$ cat src/rtl/ahb_lite_eic_regs.sv
// AHB-Lite register file feeding the eic core: mask, sense modes, forced request strobes.
// Optional AHB_EIC_ERROR_RESP_EN adds a two-cycle ERROR response for illegal accesses.
module ahb_lite_eic_regs #(
    parameter int EIC_DIRECT_CHANNELS = 31,
    parameter int EIC_SENSE_CHANNELS  = 32,
    parameter int EIC_TOTAL_CHANNELS  = EIC_DIRECT_CHANNELS + EIC_SENSE_CHANNELS
) (
    input  logic                            CLK,
    input  logic                            RESETn,
    input  logic                            HSEL,
    input  logic                            HWRITE,
    input  logic [1:0]                      HTRANS,
    input  logic [31:0]                     HADDR,
    input  logic [2:0]                      HSIZE,
    input  logic [31:0]                     HWDATA,
    input  logic                            HREADY,
    output logic [31:0]                     HRDATA,
    output logic                            HREADYOUT,
    output logic                            HRESP,
    input  logic [EIC_TOTAL_CHANNELS-1:0]   request,
    input  logic [7:0]                      EIC_Interrupt,
    output logic [EIC_TOTAL_CHANNELS-1:0]   mask,
    output logic [2*EIC_SENSE_CHANNELS-1:0] senceMask,
    output logic [EIC_TOTAL_CHANNELS-1:0]   requestWR,
    output logic [EIC_TOTAL_CHANNELS-1:0]   requestIn
);

    localparam int          SW       = 2 * EIC_SENSE_CHANNELS;
    localparam logic [63:0] CH_VALID = (64'd1 << EIC_TOTAL_CHANNELS) - 64'd1;
    localparam logic [63:0] SN_VALID = (64'd1 << SW) - 64'd1;

    localparam logic [3:0] A_CTRL    = 4'd0,  A_MASK_L  = 4'd1,  A_MASK_H  = 4'd2;
    localparam logic [3:0] A_IFR_L   = 4'd3,  A_IFR_H   = 4'd4,  A_IFS_L   = 4'd5;
    localparam logic [3:0] A_IFS_H   = 4'd6,  A_IFC_L   = 4'd7,  A_IFC_H   = 4'd8;
    localparam logic [3:0] A_SENSE_L = 4'd9,  A_SENSE_H = 4'd10, A_STATUS  = 4'd11;

    logic        r_valid, r_wr, r_word;
    logic [3:0]  r_addr;
    logic        r_ctrl;
    logic [63:0] r_mask, r_sense;
    logic [EIC_TOTAL_CHANNELS-1:0] r_req_wr, r_req_in;

    logic        w_accept, w_dp, w_we;
    logic [63:0] w_wdata_sh, w_half_keep, w_req64;
    logic [31:0] w_rdata;
    logic        w_unused;

    assign w_accept = HSEL & HTRANS[1] & HREADY;
    assign w_we     = w_dp & r_wr & r_word;
    assign w_req64  = 64'(request);
    assign w_unused = ^{HTRANS[0], HADDR[31:6], HADDR[1:0]};

    // Every *_L register sits at an odd word index, every *_H at an even one.
    assign w_wdata_sh  = r_addr[0] ? {32'b0, HWDATA} : {HWDATA, 32'b0};
    assign w_half_keep = r_addr[0] ? 64'hFFFF_FFFF_0000_0000 : 64'h0000_0000_FFFF_FFFF;

    always_ff @(posedge CLK or negedge RESETn) begin
        if (!RESETn) begin
            r_valid <= 1'b0;
            r_wr    <= 1'b0;
            r_word  <= 1'b0;
            r_addr  <= 4'd0;
        end else if (w_accept) begin
            r_valid <= 1'b1;
            r_wr    <= HWRITE;
            r_word  <= (HSIZE == 3'b010);
            r_addr  <= HADDR[5:2];
        end else if (HREADY) begin
            r_valid <= 1'b0;
        end
    end

    always_ff @(posedge CLK or negedge RESETn) begin
        if (!RESETn) begin
            r_ctrl   <= 1'b0;
            r_mask   <= 64'd0;
            r_sense  <= SN_VALID;
            r_req_wr <= '0;
            r_req_in <= '0;
        end else begin
            r_req_wr <= '0;
            r_req_in <= '0;
            if (w_we) begin
                case (r_addr)
                    A_CTRL:             r_ctrl  <= HWDATA[0];
                    A_MASK_L, A_MASK_H: r_mask  <= ((r_mask & w_half_keep) | w_wdata_sh) & CH_VALID;
                    A_IFS_L, A_IFS_H: begin
                        r_req_wr <= EIC_TOTAL_CHANNELS'(w_wdata_sh);
                        r_req_in <= EIC_TOTAL_CHANNELS'(w_wdata_sh);
                    end
                    A_IFC_L, A_IFC_H:   r_req_wr <= EIC_TOTAL_CHANNELS'(w_wdata_sh);
                    A_SENSE_L, A_SENSE_H:
                        r_sense <= ((r_sense & w_half_keep) | w_wdata_sh) & SN_VALID;
                    default: ;
                endcase
            end
        end
    end

    always_comb begin
        w_rdata = 32'd0;
        if (w_dp && !r_wr) begin
            case (r_addr)
                A_CTRL:    w_rdata = {31'd0, r_ctrl};
                A_MASK_L:  w_rdata = r_mask[31:0];
                A_MASK_H:  w_rdata = r_mask[63:32];
                A_IFR_L:   w_rdata = w_req64[31:0];
                A_IFR_H:   w_rdata = w_req64[63:32];
                A_SENSE_L: w_rdata = r_sense[31:0];
                A_SENSE_H: w_rdata = r_sense[63:32];
                A_STATUS:  w_rdata = {24'd0, EIC_Interrupt};
                default:   w_rdata = 32'd0;
            endcase
        end
    end

    assign HRDATA    = w_rdata;
    assign mask      = EIC_TOTAL_CHANNELS'(r_mask) & {EIC_TOTAL_CHANNELS{r_ctrl}};
    assign senceMask = SW'(r_sense);
    assign requestWR = r_req_wr;
    assign requestIn = r_req_in;

`ifdef AHB_EIC_ERROR_RESP_EN
    // state    | meaning
    // ST_OKAY  | normal data phases; an illegal access drives ERROR cycle 1 here
    // ST_ERR2  | second ERROR cycle, HREADYOUT back high, next transfer may start
    typedef enum logic {ST_OKAY, ST_ERR2} state_t;
    state_t r_state, w_state_nxt;
    logic   w_bad, w_hreadyout, w_hresp;

    always_ff @(posedge CLK or negedge RESETn) begin
        if (!RESETn) r_state <= ST_OKAY;
        else         r_state <= w_state_nxt;
    end

    always_comb begin
        w_state_nxt = r_state;
        w_hreadyout = 1'b1;
        w_hresp     = 1'b0;
        case (r_addr)
            A_IFR_L, A_IFR_H, A_STATUS: w_bad = r_wr;
            A_CTRL, A_MASK_L, A_MASK_H, A_IFS_L, A_IFS_H,
            A_IFC_L, A_IFC_H, A_SENSE_L, A_SENSE_H: w_bad = 1'b0;
            default: w_bad = 1'b1;
        endcase
        case (r_state)
            ST_OKAY: if (r_valid && w_bad) begin
                w_hreadyout = 1'b0;
                w_hresp     = 1'b1;
                w_state_nxt = ST_ERR2;
            end
            ST_ERR2: begin
                w_hresp     = 1'b1;
                w_state_nxt = ST_OKAY;
            end
            default: w_state_nxt = ST_OKAY;
        endcase
    end

    // The errored transfer's valid bit lingers through cycle 2; keep it out of the data path.
    assign w_dp      = r_valid & (r_state == ST_OKAY);
    assign HREADYOUT = w_hreadyout;
    assign HRESP     = w_hresp;
`else
    assign w_dp      = r_valid;
    assign HREADYOUT = 1'b1;
    assign HRESP     = 1'b0;
`endif

endmodule
$ cat config.mk
export PLATFORM = sky130hd
export DESIGN_NAME = ahb_lite_eic_regs
export DESIGN_NICKNAME = d
export VERILOG_FILES = /design/src/rtl/ahb_lite_eic_regs.sv
export SDC_FILE = /design/constraint.sdc
export NUM_CORES = 1
export LEC_CHECK = 0
export BUFFER_PORTS_ARGS = -buffer_cell sky130_fd_sc_hd__buf_2
export CAP_MARGIN = 20
export CORE_ASPECT_RATIO = 0.7
export CORE_UTILIZATION = 35
export CTS_CLUSTER_SIZE = 8
export DETAILED_ROUTE_END_ITERATION = 12
export PLACE_DENSITY_LB_ADDON = 0.2
export REMOVE_ABC_BUFFERS = 1
export SYNTH_ARGS = -nofsm -noshare
export SYNTH_HDL_FRONTEND = slang
export SYNTH_SLANG_ARGS = --single-unit
$ cat constraint.sdc
create_clock -name CLK -period 1.75 [get_ports CLK]
set_input_delay 0 -clock CLK [delete_from_list [all_inputs] [get_ports CLK]]
set_output_delay 0 -clock CLK [all_outputs]
set_load 0.01 [all_outputs]
==> results.ini <==
[logic_synthesis]
synth-xor-area-share_pct=0
yosysUniqueCellTypes=41
ys.flop_type=dfrtp_1
synthMuxAreaShare_pct=15.6
ys_async_sr_fraction_pct=100
synth_top_family_by_area=multiplexers
synth_seq_cells=261
synthSimpleGateAreaFrac_pct=13.9
synthAdderAreaFrac_pct=0
syn_inst=865
syn_avg_cell_area_um2=13.0
syn_area_um2=11200
synth_compound_area_share_pct=8.36
yosysWarningCount=0
synth_edf_count=0
ys_seq_area_share_pct=59.0

[cells_and_area]
drive_gt1_share_pct=58.4
final_util_pct=53.3
fillCellCount=2761
nNetsFinal=1521
layout-area-overhead-vs-synth_pct=49.1
register_area_um2=6620
final_cells=1825
n_antenna_cell=0
multiInputGateArea_um2=4650

[drt]
drtIter0Drc=555
ant_nets=0
drc=0
wirelength_um=41100
dr_total_vias=9076
avgViaCountPerCell=4.97
wl_per_cell_um=22.5
first_pass_iters=5

[sta]
finalHoldViolations=0
setup_violations=57
worst_slack_ns=-0.493
skew_ns=0.0185
max_freq_mhz=446
min_period_ns=2.24
fin_crit_sh_pct=128
slew_viol_final=0
worst_slew_pin_slew_ns=0.603
relSlewSlack_pct=59.8
rsz0062_at_grt=true

[grt]
antenna_found_initial=1
grt_max_degree=66
grtUsageTotal_pct=23.6
grt_pass1_wl_um=57300
grt_overflow=0
grt_pass1_vias=8911

[floorplanning]
pin_count=432
die_height_um=152
start_util_pct=35.7
num_rows=54
die_w_um=216
dieArea_um2=32700
core_area_um2=31400

[clocking]
clock-sinks=261
clk_pin_slew_ns=0.05
htreeDepth=2
root_buffer=clkbuf_16
clock_latency_ns=0.52
clock_path_buffers=3
cts_tree=built
cts_buffers=38

[pwr]
pwr_density_cell_nw_per_um2=984
vdd_drop_max_mv=0.642
power_leakage_nw=8.27

[setup_path]
cp.arrival_ns=2.24
crit_buf_inv=4
critPathLaunchType=flip-flop
crit_path_max_fanout=7
critPathKind=reg -> out
required_ns=1.75
crit_family=buffers and inverters
slowest_delay_ns=0.46
critPathSlowestCell=dfrtp_2
end_kind=output port
path_cells=buf_6, buf_4, and2_4, clkbuf_16, a222oi_1, a21oi_2, buf_2

[status]
status=complete, but fails checks
failed_checks=setup timing

[placement]
portBuffers=400
place_congestion=0.771
hpwlAfterDp_um=27100
place_inst=1687

[run]
max-cap-violations=0

[min_path]
hold_class=in -> async

-- what timing repair did --
item | CTS | global route
gates cloned | 3 | 7
endpoints found under the setup margin | 57 | 105
gates resized for setup | 45 | 55
hold buffers | 41 | 0
setup buffers | 13 | 6
pin swaps | 22 | 13
hold endpoints to repair | 476 | 0
-- final timing paths --
kind | startpoint | endpoint | slack [ns] | depth (start not counted)
setup / recovery | r_addr[1]$_DFFE_PN0P_ | HRDATA[6] | -0.49 | 7
hold / removal | RESETn | async pin | 0.07 | 2
max in group asynchronous | RESETn | async pin | 0.91 | 3
setup reg to reg | r_addr[3]$_DFFE_PN0P_ | requestIn[17]$_DFF_PN0_ | -0.05 | 7
hold reg to reg | r_word$_DFFE_PN0P_ | r_word$_DFFE_PN0P_ | 0.49 | 2
min in group CLK | HTRANS[1] | r_valid$_DFFE_PN0P_ | 0.07 | 3
-- Yosys cell counts, drive strengths merged, types with 3 or more instances --
library cell	count	share of area (%)
a22o	32	2.5
a221oi	17	1.3
nand3b	3	0.20
nor2	15	0.50
nand2	13	0.46
o22ai	22	1.2
nor3b	3	0.34
dfrtp	197	44
a22oi	20	1.3
buf	32	1.9
a222oi	7	0.63
dfstp	64	15
nor2b	6	0.34
clkbuf	33	1.1
o21ai	3	0.13
mux2	142	14
mux2i	15	1.3
and3	4	0.22
and3b	3	0.23
and2	190	11
nand3	5	0.22
or2	5	0.28
a21oi	18	0.80
-- cell families (layout without fill, tap and decap cells) --
family	after synthesis	in the layout
buffers and inverters	67	607
other	2	2
AND/OR/NAND/NOR	254	254
multiplexers	157	157
flip-flops	261	261
AO/OA/AOI/OAI	124	124
-- stage by stage --
step | cell area [um^2] | setup TNS [ns] | hold WS (ns) | total power, mW | setup slack [ns]
6_report | 16700 | -13.26 | 0.0708 | 16.4 | -0.493
5_1_grt | 16700 | -18.35 | 0.0684 | 17.1 | -0.552
4_1_cts | 16200 | -13.24 | 0.0298 | 16.3 | -0.464
3_5_place_dp | 14300 | -3.85 | 0.0117 | 8.91 | -0.305
3_3_place_gp | 14300 | -3.45 | 0.00722 | 8.89 | -0.245
2_1_floorplan | 10900 | -125.32 | -0.296 | 7.57 | -0.810
-- metal layers --
layer  track usage [%]  vias up  share of wire [%]
met1              33.6     4592                 47
met2              36.0      343                 45
met3              5.39       64                6.4
met5                 0        -                  0
met4              6.70        0                2.5
li1                  -     4077                  -
-- power by group --
group / total (mW) / switching [mW] / internal [mW] / leakage (nW)
combinational: 3.01 / 1.51 / 1.50 / 4.47
clock: 6.94 / 2.63 / 4.32 / 0.541
sequential: 6.48 / 0.185 / 6.29 / 3.26
-- area by class of cell --
class | count | area share [%]
Sequential cell | 261 | 39.6
Clock buffer | 68 | 6.75
Timing Repair Buffer | 536 | 22.6
Inverter | 2 | 0.0449
Clock inverter | 1 | 0.0300
Tap cell | 420 | 3.15
Multi-Input combinational cell | 537 | 27.8
-- cell usage in the layout (no fill, tap or decap), drive strengths merged, types with 7 or more instances in the layout --
cell         netlist  layout
a221oi            17      17
a22o              32      32
nand2             13      13
and2             190     190
a22oi             20      20
a21oi             18      18
o22ai             22      22
dlygate4sd3        0      41
dfrtp            197     197
buf               32     487
a222oi             7       7
clkbuf            33      74
nor2              15      15
dfstp             64      64
mux2i             15      15
mux2             142     142
-- worst register-to-register path, delay by kind of cell, from the launching register on --
kind                   cells  cell delay [ns]
buffers and inverters      4             0.67
AND/OR/NAND/NOR            3             0.62
flip-flops                 1             0.42
Note: power is estimated with default switching activity, not from simulation.
